==> src/rtl/aes_pkg.sv <==
// Shared AES types and constants for the round sequencer slice.
package aes_pkg;

    localparam int AES_BLOCK_W       = 128;
    localparam int AES128_NUM_ROUNDS = 10;

    typedef logic [AES_BLOCK_W-1:0] aes_block_t;

    typedef enum logic [1:0] {
        IDLE,
        KEY,
        OUT
    } seq_state_t;

endpackage

==> src/rtl/add_round_key.sv <==
// AddRoundKey: XOR of a 128-bit block with a 128-bit round key.
module add_round_key
    import aes_pkg::*;
(
    input  aes_block_t data_in,
    input  aes_block_t key,
    output aes_block_t data_out
);

    assign data_out = data_in ^ key;

endmodule

==> src/rtl/aes_round_sequencer.sv <==
// AES-128 round sequencer: steps one block through rounds 0..NUM_ROUNDS,
// fetching each round key over a req/ack handshake and combining the
// external round-function result with the key via one add_round_key.
// Optional build macro: AES_KEY_TIMEOUT_EN adds a key_ack watchdog that
// abandons the block and raises err after KEY_TIMEOUT idle KEY cycles.
module aes_round_sequencer
    import aes_pkg::*;
#(
    parameter int NUM_ROUNDS  = AES128_NUM_ROUNDS,
    parameter int KEY_TIMEOUT = 64
) (
    input  logic             clk,
    input  logic             rst,
    input  logic             start,
    input  logic             mode,
    input  logic [127:0]     data_in,
    output logic             busy,
    output logic             key_req,
    output logic [3:0]       key_round,
    input  logic             key_ack,
    input  logic [127:0]     key_in,
    output logic [127:0]     rf_state,
    output logic             rf_inverse,
    output logic             rf_last,
    input  logic [127:0]     rf_result,
    output logic             out_valid,
    input  logic             out_ready,
    output logic [127:0]     data_out,
    output logic             err
);

    localparam int              RW        = $clog2(NUM_ROUNDS + 1);
    localparam logic [RW-1:0]   LAST_RND  = RW'(NUM_ROUNDS);
    localparam logic [RW-1:0]   RND_ONE   = RW'(1);

    seq_state_t     r_fsm;
    aes_block_t     r_blk;
    logic [RW-1:0]  r_round;
    logic           r_inverse;
    logic           r_busy;
    logic           r_key_req;
    logic           r_out_valid;

    aes_block_t     w_ark_in;
    aes_block_t     w_ark_out;
    logic [RW-1:0]  w_key_idx;
    logic           w_last;

    // Round 0 whitens the raw input; later rounds key the round-function output.
    assign w_ark_in  = (r_round == '0) ? r_blk : rf_result;
    // Decryption walks the key schedule backwards (equivalent inverse cipher).
    assign w_key_idx = r_inverse ? (LAST_RND - r_round) : r_round;
    assign w_last    = (r_round == LAST_RND);

    add_round_key u_ark (
        .data_in  (w_ark_in),
        .key      (key_in),
        .data_out (w_ark_out)
    );

    assign busy       = r_busy;
    assign key_req    = r_key_req;
    assign key_round  = 4'(w_key_idx);
    assign rf_state   = r_blk;
    assign rf_inverse = r_inverse;
    assign rf_last    = w_last;
    assign out_valid  = r_out_valid;
    assign data_out   = r_blk;

`ifdef AES_KEY_TIMEOUT_EN
    localparam int             TW      = $clog2(KEY_TIMEOUT + 1);
    localparam logic [TW-1:0]  TMO_MAX = TW'(KEY_TIMEOUT - 1);
    localparam logic [TW-1:0]  TMO_ONE = TW'(1);

    logic [TW-1:0] r_tmo;
    logic          r_err;

    assign err = r_err;
`else
    assign err = 1'b0;
`endif

    // Sequencer FSM: block/round registers and all registered handshake outputs.
    always_ff @(posedge clk or posedge rst) begin
        if (rst) begin
            r_fsm       <= IDLE;
            r_blk       <= '0;
            r_round     <= '0;
            r_inverse   <= 1'b0;
            r_busy      <= 1'b0;
            r_key_req   <= 1'b0;
            r_out_valid <= 1'b0;
`ifdef AES_KEY_TIMEOUT_EN
            r_tmo       <= '0;
            r_err       <= 1'b0;
`endif
        end else begin
            case (r_fsm)
                IDLE: begin
                    if (start) begin
                        r_blk     <= data_in;
                        r_inverse <= mode;
                        r_round   <= '0;
                        r_busy    <= 1'b1;
                        r_key_req <= 1'b1;
                        r_fsm     <= KEY;
`ifdef AES_KEY_TIMEOUT_EN
                        r_tmo     <= '0;
                        r_err     <= 1'b0;
`endif
                    end
                end
                KEY: begin
                    if (key_ack) begin
                        r_blk <= w_ark_out;
`ifdef AES_KEY_TIMEOUT_EN
                        r_tmo <= '0;
`endif
                        if (w_last) begin
                            r_key_req   <= 1'b0;
                            r_out_valid <= 1'b1;
                            r_fsm       <= OUT;
                        end else begin
                            r_round <= r_round + RND_ONE;
                        end
                    end
`ifdef AES_KEY_TIMEOUT_EN
                    else if (r_tmo == TMO_MAX) begin
                        // Key scheduler went silent: drop the block, flag it.
                        r_tmo     <= '0;
                        r_err     <= 1'b1;
                        r_key_req <= 1'b0;
                        r_busy    <= 1'b0;
                        r_fsm     <= IDLE;
                    end else begin
                        r_tmo <= r_tmo + TMO_ONE;
                    end
`endif
                end
                OUT: begin
                    if (out_ready) begin
                        r_out_valid <= 1'b0;
                        r_busy      <= 1'b0;
                        r_fsm       <= IDLE;
                    end
                end
                default: begin
                    r_fsm <= IDLE;
                end
            endcase
        end
    end

endmodule

==> config.mk <==
export PLATFORM = sky130hd
export DESIGN_NAME = aes_round_sequencer
export DESIGN_NICKNAME = d
export VERILOG_FILES = /design/src/rtl/aes_pkg.sv /design/src/rtl/add_round_key.sv /design/src/rtl/aes_round_sequencer.sv
export SDC_FILE = /design/constraint.sdc
export NUM_CORES = 1
export LEC_CHECK = 0
export CAP_MARGIN = 20
export CORE_AREA = 2 2 253 255
export CTS_CLUSTER_DIAMETER = 60
export DETAILED_ROUTE_END_ITERATION = 10
export DIE_AREA = 0 0 255 257
export RECOVER_POWER = 25
export SLEW_MARGIN = 20
export SYNTH_ARGS = -nofsm -noshare
export SYNTH_HDL_FRONTEND = slang
export SYNTH_SLANG_ARGS = --single-unit
==> constraint.sdc <==
create_clock -name clk -period 5.4 [get_ports clk]
set_clock_uncertainty 0.2 [all_clocks]
set_input_delay 1.08 -clock clk [delete_from_list [all_inputs] [get_ports clk]]
set_output_delay 1.08 -clock clk [all_outputs]
set_load 0.005 [all_outputs]
# After elaboration in Yosys (flattened, before gate mapping)
# Index checks and enable logic that the tools add are counted.
[word_totals]
reg_bits = 138
input_bits = 390
output_inout_bits = 266
word_cells = 53
[classes]
addsub = 2
eq_ne = 8
n_mux = 23
bitwise = 1
n_reduce_logical = 12
[ops]
columns = ["operator", "n"]
rows = [
  ["$mux W128", 3],
  ["$pmux W128 S2", 1],
  ["$xor A128 B128 Y128", 1],
  ["$mux W4", 4],
  ["$reduce_and A4 Y1", 4],
  ["$ne A2 B2 Y1 const B", 5],
  ["$mux W2", 4],
  ["$pmux W4 S2", 1],
  ["$mux W1", 6],
  ["$pmux W1 S2", 3],
  ["$pmux W2 S3", 1],
  ["$reduce_and A3 Y1", 2],
  ["$reduce_bool A2 Y1", 3],
  ["$add A4 B1 Y4 const B", 1],
  ["$eq A4 B4 Y1 const B", 1],
  ["$logic_not A4 Y1", 1],
  ["$sub A4 B4 Y4 const A", 1],
  ["$eq A2 B1 Y1 const B", 1],
  ["$eq A2 B2 Y1 const B", 1],
  ["$logic_not A2 Y1", 1],
  ["$reduce_and A2 Y1", 1],
]

# Logic depth before layout (Yosys ltp)
# Gate-level depths: netlist of the first run.
[logic_depth]
ltp_word = 5
ltp_mapped = 8
mapped_depth_nobuf = 7

# By module
# Synthesis of the first run repeated with hierarchy kept, for this count alone.
[hier_totals]
cells_unflattened = 1038
area_unflattened_um2 = 10287.4
[modules_own_cells]
columns = ["mod", "instances", "cells_per_inst", "area_each_um2"]
rows = [
  ["aes_round_sequencer", 1, 910, 9166.3],
  ["add_round_key", 1, 128, 1121.1],
]

# Worst setup path after synthesis of the first run
# OpenSTA, ideal clock, no wires.
[synth_timing]
path_kind = "input to register"
start = "input start"
end = "register r_inverse (netlist: rf_inverse)"
arrival_ns = 2.011
t_required_ns = 5.075
slack_ns = 3.064
stages = 5
n_path_buf = 2
cell_sequence = "clkbuf_1 > nand2b_1 > buf_2 > nor2_1 > mux2_2"
[synth_between]
elab_chain_cells = 1
[synth_rtl]
columns = ["element", "line_no", "rtl"]
rows = [
  ["start, declared", "aes_round_sequencer.sv:14", "input logic start,"],
  ["$reduce_and A2 Y1 (no line)", "-", ""],
  ["end signal, assigned", "aes_round_sequencer.sv:102", "r_inverse <= mode;"],
  ["end, declared", "aes_round_sequencer.sv:39", "logic r_inverse;"],
]
# Every way passes these cells.
# A chain may end at the register's enable or synchronous reset.

# Final worst setup path of the first run
[layout_timing]
start = "register r_round[0]"
end = "output rf_last"
[layout_between]
elab_chain_cells = 1
[layout_rtl]
columns = ["element", "line_no", "rtl"]
rows = [
  ["start, declared", "aes_round_sequencer.sv:38", "logic [RW-1:0] r_round;"],
  ["start signal, assigned", "aes_round_sequencer.sv:124", "r_round <= r_round + RND_ONE;"],
  ["$eq A4 B4 Y1", "aes_round_sequencer.sv:53", "assign w_last = (r_round == LAST_RND);"],
  ["end, declared", "aes_round_sequencer.sv:24", "output logic rf_last,"],
]
# Every way passes these cells.

==> results.sh, run 1 <==
export IMPL_vias_per_cell=4.27
export IMPL_cpPeakStageDelay_ns=0.57
export IMPL_cp_common_cell="inv_1"
export IMPL_final_setup_viol_count=0
export IMPL_rsz0062_at_grt="false"
export IMPL_reg2reg_to="data_out[46]"
export IMPL_die_y_um=257
export IMPL_crit_arrival_ns=2.16
export IMPL_worstMarginPinSlew_ns=1.32
export IMPL_fillers=6547
export IMPL_outcome="complete, no violations"
export IMPL_critPathSlowestCell="clkdlybuf4s50_1"
export IMPL_power_share_clock_pct=15.2
export IMPL_hold_path_class="flop to flop"
export IMPL_path_cells="inv_1 > ha_1 > nand3b_1 > inv_1 > clkdlybuf4s50_1"
export IMPL_design_area_um2=17200
export IMPL_min_period_ns=3.44
export IMPL_reg2regPathDepth=7
export IMPL_hold_slack_ns=0.288
export IMPL_areaGrowthSynthToFinish_pct=66.6
export IMPL_switching_power_w=0.00315
export IMPL_cp_max_fo=6
export IMPL_grt_pass1_vias=10600
export IMPL_slew_viol_final=0
export IMPL_cp_end_kind="output pin"
export IMPL_drv_cap=0
export IMPL_clkLatencyLatePin_ns=0.46
export IMPL_synth_adder_area_share_pct=0.484
export IMPL_drc_errors=0
export IMPL_synth_xor_area_share_pct=11.1
export IMPL_synthMuxAreaShare_pct=12.6
export IMPL_power_share_switching_pct=38.1
export IMPL_routed_wl_um=46200
export IMPL_comb_power_share_pct=56.4
export IMPL_fin_setup_tns_ns=0
export IMPL_synth_nets=1441
export IMPL_grt_first_pass_wirelength_um=66600
export IMPL_min_period_over_period_pct=63.8
export IMPL_synth_seq_cells=138
export IMPL_wl_per_cell_um=19.4
export IMPL_htree_levels=4
export IMPL_hold_viol_final=0
export IMPL_rows=92
export IMPL_drtIter0Drc=435
export IMPL_multiInputGateArea_um2=5310
export IMPL_hold_path_cell_count=1
export IMPL_synth_simple_gate_area_share_pct=0.981
export IMPL_post_synth_cell_area_avg_um2=9.87
export IMPL_postRouteAntennaNets=0
export IMPL_grt_ovfl_total=0
export IMPL_gp_congestion=0.793
export IMPL_peakVddDrop_mv=0.341
export IMPL_fmax_mhz=290
export IMPL_start_util_pct=16.5
export IMPL_post_cts_resized=0
export IMPL_final_common_cell="clkdlybuf4s50_1"
export IMPL_synth_warnings=0
export IMPL_dr_pass1_iters=5
export IMPL_vias=10200
export IMPL_yosysSeqAreaShare_pct=33.4
export IMPL_grt_max_degree=72
export IMPL_r2r_slack_ns=2.71
export IMPL_core_area_um2=62700
export IMPL_antenna_found_initial=1
export IMPL_place_area_um2=16600
export IMPL_ys_types=35
export IMPL_min_delay_start="key_req"
export IMPL_cts_tree="done"
export IMPL_final_cell_mix="clkdlybuf4s50_1, dfrtp_1, a21oi_1"
export IMPL_clk_path_buf_depth=2
export IMPL_cts_buffers=17
export IMPL_fin_nets=1916
export IMPL_power_density_nw_per_um2=480
export IMPL_path_class="flop to output pin"
export IMPL_holdBufCountCts=0
export IMPL_netlist_area_um2=10300
export IMPL_ctsRootBufferMaster="clkbuf_16"
export IMPL_hpwl_um=34300
export IMPL_seqCellArea_um2=3460
export IMPL_critPathLaunchType="flop"
export IMPL_p_int_w=0.00511
export IMPL_clk_pin_slew_ns=0.06
export IMPL_cts_sinks=138
export IMPL_pin_count=656
export IMPL_post_cts_buffers=0
export IMPL_synthesis_instances=1047
export IMPL_p_seq_share_pct=28.4
export IMPL_port_buffers=654
export IMPL_leakagePower_nw=6.22
export IMPL_synth_top_family_by_area="compound AO/OA/AOI/OAI gates"
export IMPL_synth_compound_area_share_pct=26.0
export IMPL_critical_path_required_ns=4.12
export IMPL_min_to="key_req"
export IMPL_drive_above_1_share_pct=3.84
export IMPL_grtUsageTotal_pct=13.5
export IMPL_r2r_start="r_round[0]"
export IMPL_die_area_um2=65500
export IMPL_fp_dieW_um=255
export IMPL_relSlewSlack_pct=12.3
==> critical path, delay by kind of cell, from the launching register on <==
family	cells	cell delay [ns]
flops	1	0.45
fa+ha+maj	1	0.16
buf+inv	3	0.96
simple gates	1	0.13
==> power by group through the flow <==
stage	registers [W]	logic, W	clock network [W]
global route	0.00246	0.00503	0.00136
CTS	0.00236	0.00471	0.00133
global placement	0.00233	0.00466	0
floorplan	0.00213	0.00269	0
detailed placement	0.00237	0.00469	0
finish	0.00235	0.00466	0.00126
==> cells in the mapped netlist <==
cell type,number,area share (%)
a2111oi_4,1,0.27
a211o_1,1,0.085
a21o_1,1,0.073
a21oi_1,132,6.4
a311oi_1,1,0.085
a31oi_1,1,0.061
a32o_1,1,0.097
and3_1,1,0.061
buf_1,12,0.44
buf_12,13,2.5
buf_2,26,1.3
buf_4,130,9.4
buf_6,1,0.11
clkbuf_1,35,1.3
clkbuf_2,1,0.048
conb_1,1,0.036
dfrtp_1,138,33
ha_1,4,0.48
inv_1,8,0.29
mux2_2,1,0.11
mux2i_1,129,13
nand2_1,6,0.22
nand2b_1,1,0.061
nand3_1,1,0.048
nand3b_1,2,0.15
nor2_1,5,0.18
nor3b_4,1,0.18
nor4b_1,1,0.085
o21a_1,1,0.073
o21ai_0,2,0.097
o22a_1,128,11
o22ai_1,129,7.8
o31ai_1,1,0.073
xnor2_1,3,0.25
xor2_1,128,11
==> cell type report <==
class	count	share of cell area (%)
Sequential cell	138	20.1
Multi-Input combinational cell	683	30.8
Clock buffer	18	2.49
Inverter	8	0.204
Timing Repair Buffer	674	39.2
Clock inverter	14	0.989
Tap cell	846	6.15
Antenna cell	1	0.0145
==> per-stage QoR <==
| stage | total power, W | util [%] | instances | setup slack, ns |
|---|---|---|---|---|
| final | 0.00826 | 27.4 | 2382 | 1.96 |
| after CTS | 0.00840 | 27.4 | 2381 | 1.89 |
| after global routing | 0.00885 | 27.4 | 2381 | 1.79 |
| after floorplan | 0.00482 | - | 1047 | 0.424 |
| after detailed placement | 0.00706 | 26.5 | 2349 | 2.02 |
| after global placement | 0.00698 | 26.5 | 2349 | 2.09 |
==> sequential cells by signal, summed over array words and instances, names as in the netlist <==
register / flops
rf_inverse: 1
busy: 1
out_valid: 1
r_round: 4
data_out: 128
r_fsm: 2
key_req: 1
==> worst max path at each step <==
stage | startpoint | end | cells past startpoint
finish | r_round[0] | rf_last | 5
global route | r_round[0] | rf_last | 5
CTS | r_round[0] | rf_last | 5
detailed placement | key_ack | data_out[49] | 4
global placement | key_ack | data_out[93] | 4
floorplan | rst | busy | 1
==> cell families after synthesis <==
| kind of cell | count (synthesis) |
|---|---|
| and+or+nand+nor | 18 |
| adders and majority gates | 4 |
| DFF | 138 |
| xor gates and xnor gates | 131 |
| buffers and inverters | 226 |
| AOI/OAI and AO/OA | 399 |
| muxes | 130 |
| other | 1 |
==> routing by layer <==
layer | GRT usage, % | vias to the layer above | share of wire, %
met5 | 0 | - | 0
met4 | 4.66 | 0 | 2.3
met3 | 4.38 | 50 | 8.9
met2 | 23.5 | 462 | 49
met1 | 15.5 | 4952 | 39
li1 | - | 4715 | -
No activity file was read; power rests on OpenSTA's default activity.
==> run 2, diff against run 1 <==
- clock period: 5.4 -> 3.33 ns (I/O delays scaled with it)
==> run 2 against run 1 <==
Net effect: core utilization grew 0.16 points; clock-buffer cell count grew 6; die area is the same; routed wire length shrank 4.8%; first-iteration DRC count grew 7.8%; sequential cell count is the same; total power grew 59%; sequential share of layout area shrank 0.12 points; setup slack lost 1.6 ns; clock power grew 50%; combinational power grew 62%.
==> results.sh, run 2 (synthesized netlist as in run 1, its figures left out) <==
export IMPL_top_layer_used="met4"
export IMPL_wl_met1_um=17600
export IMPL_reg2reg_to="data_out[92]"
export IMPL_dp_cells=2368
export IMPL_rows=92
export IMPL_post_cts_resized=0
export IMPL_fp_dieW_um=255
export IMPL_core_area_um2=62700
export IMPL_peakVddDrop_mv=0.435
export IMPL_vias_per_cell=4.24
export IMPL_dr_wl_met2_um=22100
export IMPL_final_common_cell="clkdlybuf4s50_1"
export IMPL_design_area_um2=17300
export IMPL_fin_nets=1935
export IMPL_min_to="key_req"
export IMPL_hold_path_class="flop to flop"
export IMPL_post_cts_buffers=0
export IMPL_dr_wl_met3_um=3570
export IMPL_hold_path_cell_count=1
export IMPL_grtUsageTotal_pct=12.9
export IMPL_grt_ovfl_total=0
export IMPL_rsz0062_at_grt="false"
export IMPL_min_period_ns=3.01
export IMPL_r2r_slack_ns=0.78
export IMPL_outcome="complete, no violations"
export IMPL_place_area_um2=16800
export IMPL_cpPeakStageDelay_ns=0.58
export IMPL_fmax_mhz=332
export IMPL_hold_slack_ns=0.286
export IMPL_port_buffers=654
export IMPL_worstMarginPinSlew_ns=1.44
export IMPL_die_y_um=257
export IMPL_ctsRootBufferMaster="clkbuf_16"
export IMPL_antenna_found_initial=1
export IMPL_min_period_over_period_pct=90.3
export IMPL_drive_above_1_share_pct=4.19
export IMPL_areaGrowthSynthToFinish_pct=67.6
export IMPL_wl_per_cell_um=18.3
export IMPL_min_delay_start="key_req"
export IMPL_final_cell_mix="clkdlybuf4s50_1, dfrtp_1, a21oi_1"
export IMPL_fillers=6534
export IMPL_relSlewSlack_pct=3.91
export IMPL_gp_congestion=0.769
export IMPL_cp_max_fo=6
export IMPL_reg2regPathDepth=8
export IMPL_grt_pass1_vias=10400
export IMPL_slew_viol_final=0
export IMPL_pin_count=656
export IMPL_drv_cap=0
export IMPL_holdBufCountCts=0
export IMPL_clk_pin_slew_ns=0.06
export IMPL_r2r_start="r_round[0]"
export IMPL_vias=10200
export IMPL_crit_arrival_ns=2.14
export IMPL_htree_levels=4
export IMPL_start_util_pct=16.5
export IMPL_drtIter0Drc=469
export IMPL_antenna_cells=0
export IMPL_final_cells=2399
export IMPL_cts_buffers=17
export IMPL_hold_viol_final=0
export IMPL_clkLatencyLatePin_ns=0.46
export IMPL_cts_sinks=138
export IMPL_power_density_nw_per_um2=761
export IMPL_clk_path_buf_depth=2
export IMPL_critPathLaunchType="flop"
export IMPL_leakagePower_nw=6.28
export IMPL_path_cells="inv_1 > ha_1 > nand3b_1 > inv_1 > clkdlybuf4s50_1"
export IMPL_fin_setup_tns_ns=0
export IMPL_drc_errors=0
export IMPL_cp_end_kind="output pin"
export IMPL_final_setup_viol_count=0
export IMPL_critPathSlowestCell="clkdlybuf4s50_1"
export IMPL_grt_max_degree=129
export IMPL_routed_wl_um=44000
export IMPL_cp_common_cell="inv_1"
export IMPL_critical_path_required_ns=2.46
export IMPL_dr_pass1_iters=4
export IMPL_postRouteAntennaNets=0
export IMPL_final_util_pct=27.6
export IMPL_die_area_um2=65500
export IMPL_hpwl_um=32200
export IMPL_largest_register_ffs=128
export IMPL_cts_tree="done"
export IMPL_grt_first_pass_wirelength_um=64100
export IMPL_path_class="flop to output pin"
## run 2: cell types whose count changed in the layout (fill, tap and decap cells not counted), sizes merged
cell    delta
diode      -1
clkbuf    +16
bufinv     -2
inv        -5
buf        +9
## run 2: how the worst max path moves through the flow
stage,end,slack (ns),from,depth (start not counted)
2_1_floorplan,busy,0.74,rst,1
3_3_place_gp,data_out[41],0.79,key_ack,4
5_1_grt,r_fsm[0],0.13,rst,3
6_report,rf_last,0.32,r_round[0],5
3_5_place_dp,data_out[38],0.73,key_ack,4
4_1_cts,rf_last,0.25,r_round[0],5
## run 2: per-layer routing
layer  global-route usage [%]  up-vias
li1                         -     4754
met3                     3.88       34
met2                     22.6      437
met4                     4.22        0
met1                     14.8     4947
met5                        0        -
## run 2: stage by stage
step | worst slack, ns | power, W
final | 0.322 | 0.0132
after global routing | 0.131 | 0.0141
after CTS | 0.248 | 0.0134
after detailed placement | 0.734 | 0.0114
after global placement | 0.785 | 0.0113
after floorplan | 0.743 | 0.00782
## run 2: worst max-delay path: cells and delay by family (launching register included)
| kind | cells | cell delay (ns) |
|---|---|---|
| DFF | 1 | 0.45 |
| and+or+nand+nor | 1 | 0.12 |
| adders and majority gates | 1 | 0.17 |
| buffers and inverters | 3 | 0.95 |
## run 2: cell type report
class / count / area, um^2 / area share [%]
tap: 846 / 1060 / 6.11
clock inverter: 7 / 67.6 / 0.390
timing repair buffer: 693 / 6910 / 39.9
sequential: 138 / 3460 / 20.0
inverter: 8 / 31.3 / 0.181
clock buffer: 24 / 482 / 2.78
multi-input combinational: 683 / 5310 / 30.7
## run 2: power breakdown
| group | total [W] | internal [W] | switching [W] |
|---|---|---|---|
| logic | 0.00753 | 0.00467 | 0.00286 |
| registers | 0.00376 | 0.00249 | 0.00127 |
| clock network | 0.00189 | 0.00108 | 0.000812 |
| total | 0.0132 | 0.00823 | 0.00494 |
==> run 3, diff against run 2 <==
- MAX_ROUTING_LAYER: default -> met4
==> run 3 against run 2 <==
Net effect: core utilization is essentially flat; critical path depth is the same; hold slack gained 0.0023 ns; die area is the same; critical endpoint unchanged; largest power group unchanged; global-route usage grew 0.38 points; highest routed layer unchanged; clock-buffer cell count is the same; register-to-register slack is essentially flat.
==> results.sh, run 3 (synthesized netlist as in run 1, its figures left out) <==
export IMPL_relSlewSlack_pct=3.58
export IMPL_path_class="flop to output pin"
export IMPL_leakagePower_nw=6.28
export IMPL_dr_pass1_iters=4
export IMPL_fin_nets=1935
export IMPL_place_area_um2=16800
export IMPL_postRouteAntennaNets=0
export IMPL_fillers=6533
export IMPL_grt_pass1_vias=10400
export IMPL_final_setup_viol_count=0
export IMPL_clk_pin_slew_ns=0.06
export IMPL_htree_levels=4
export IMPL_post_cts_resized=0
export IMPL_clkLatencyLatePin_ns=0.46
export IMPL_hold_viol_final=0
export IMPL_die_y_um=257
export IMPL_hold_path_class="flop to flop"
export IMPL_hpwl_um=32200
export IMPL_drv_cap=0
export IMPL_outcome="complete, no violations"
export IMPL_drc_errors=0
export IMPL_final_cell_mix="clkdlybuf4s50_1, dfrtp_1, a21oi_1"
export IMPL_areaGrowthSynthToFinish_pct=67.6
export IMPL_critical_path_required_ns=2.46
export IMPL_fp_dieW_um=255
export IMPL_cp_end_kind="output pin"
export IMPL_worstMarginPinSlew_ns=1.45
export IMPL_drive_above_1_share_pct=4.19
export IMPL_holdBufCountCts=0
export IMPL_final_common_cell="clkdlybuf4s50_1"
export IMPL_power_w=0.0132
export IMPL_clk_path_buf_depth=2
export IMPL_crit_arrival_ns=2.14
export IMPL_critPathLaunchType="flop"
export IMPL_rsz0062_at_grt="false"
export IMPL_grt_max_degree=129
export IMPL_post_cts_buffers=0
export IMPL_slew_viol_final=0
export IMPL_start_util_pct=16.5
export IMPL_wl_per_cell_um=18.3
export IMPL_gp_congestion=0.779
export IMPL_cp_max_fo=6
export IMPL_ctsRootBufferMaster="clkbuf_16"
export IMPL_grt_ovfl_total=0
export IMPL_routed_wl_um=43900
export IMPL_vias_per_cell=4.21
export IMPL_largest_register_ffs=128
export IMPL_min_period_ns=3.01
export IMPL_peakVddDrop_mv=0.434
export IMPL_antenna_found_initial=1
export IMPL_rows=92
export IMPL_port_buffers=654
export IMPL_setup_slack_ns=0.325
export IMPL_cts_tree="done"
export IMPL_grtUsageTotal_pct=13.3
export IMPL_power_density_nw_per_um2=761
export IMPL_die_area_um2=65500
export IMPL_grt_first_pass_wirelength_um=64000
export IMPL_cts_buffers=17
export IMPL_fmax_mhz=333
export IMPL_design_area_um2=17300
export IMPL_core_area_um2=62700
export IMPL_fin_setup_tns_ns=0
export IMPL_drtIter0Drc=442
export IMPL_cts_sinks=138
export IMPL_vias=10100
export IMPL_pin_count=656
export IMPL_min_period_over_period_pct=90.2
export IMPL_place_ws_ns=0.734
-- run 3: changes by cell type in the layout (fill, tap and decap cells not counted) --
cell     previous run  this run
diode_2             0         1
-- run 3: final timing paths --
path,start,end,slack (ns),cells after the start
max in group asynchronous,rst,data_out[27],0.61,4
hold / removal,key_req,key_req,0.29,1
hold reg to reg,key_req,key_req,0.29,1
setup reg to reg,r_round[0],data_out[92],0.77,8
setup / recovery,r_round[0],rf_last,0.32,5
min in group asynchronous,rst,data_out[2],0.56,2
-- run 3: layout make-up --
type                    instances  area [um^2]  share of cell area, %
repair buffers                693         6910                   39.9
flip-flops and latches        138         3460                   20.0
inverters                       8         31.3                  0.181
multi-input cells             683         5310                   30.7
clock buffers                  24          482                   2.78
well taps                     846         1060                   6.11
clock inverters                 7         67.6                  0.390
diodes                          1         2.50                 0.0145
-- run 3: worst max-delay path, cell delays in order, from the launching register on --
cell and delay [ns]:
dfrtp_1 0.45, inv_1 0.14, ha_1 0.17, nand3b_1 0.12, inv_1 0.23, clkdlybuf4s50_1 0.58
-- run 3: metrics by stage --
step,utilization (%),cells,hold WS (ns)
5_1_grt,27.6,2400,0.309
4_1_cts,27.7,2399,0.298
2_1_floorplan,-,1047,0.274
6_report,27.6,2400,0.288
3_3_place_gp,26.8,2368,0.264
3_5_place_dp,26.8,2368,0.269
-- run 3: power breakdown --
group	internal [W]	leakage (nW)	switching [W]	total, W
registers	0.00249	1.53	0.00127	0.00377
clock network	0.00108	0.262	0.000816	0.00189
logic	0.00466	4.48	0.00286	0.00752
total	0.00823	6.28	0.00495	0.0132
-- run 3: routing by layer --
metal  GRT usage (%)  part of all wire (%)  vias to the layer above
li1                -                     -                     4750
met1            14.9                    40                     4916
met2            22.6                    50                      412
met3            3.72                   7.6                       36
met4            4.19                   1.7                        0
met5               -                     0                        -
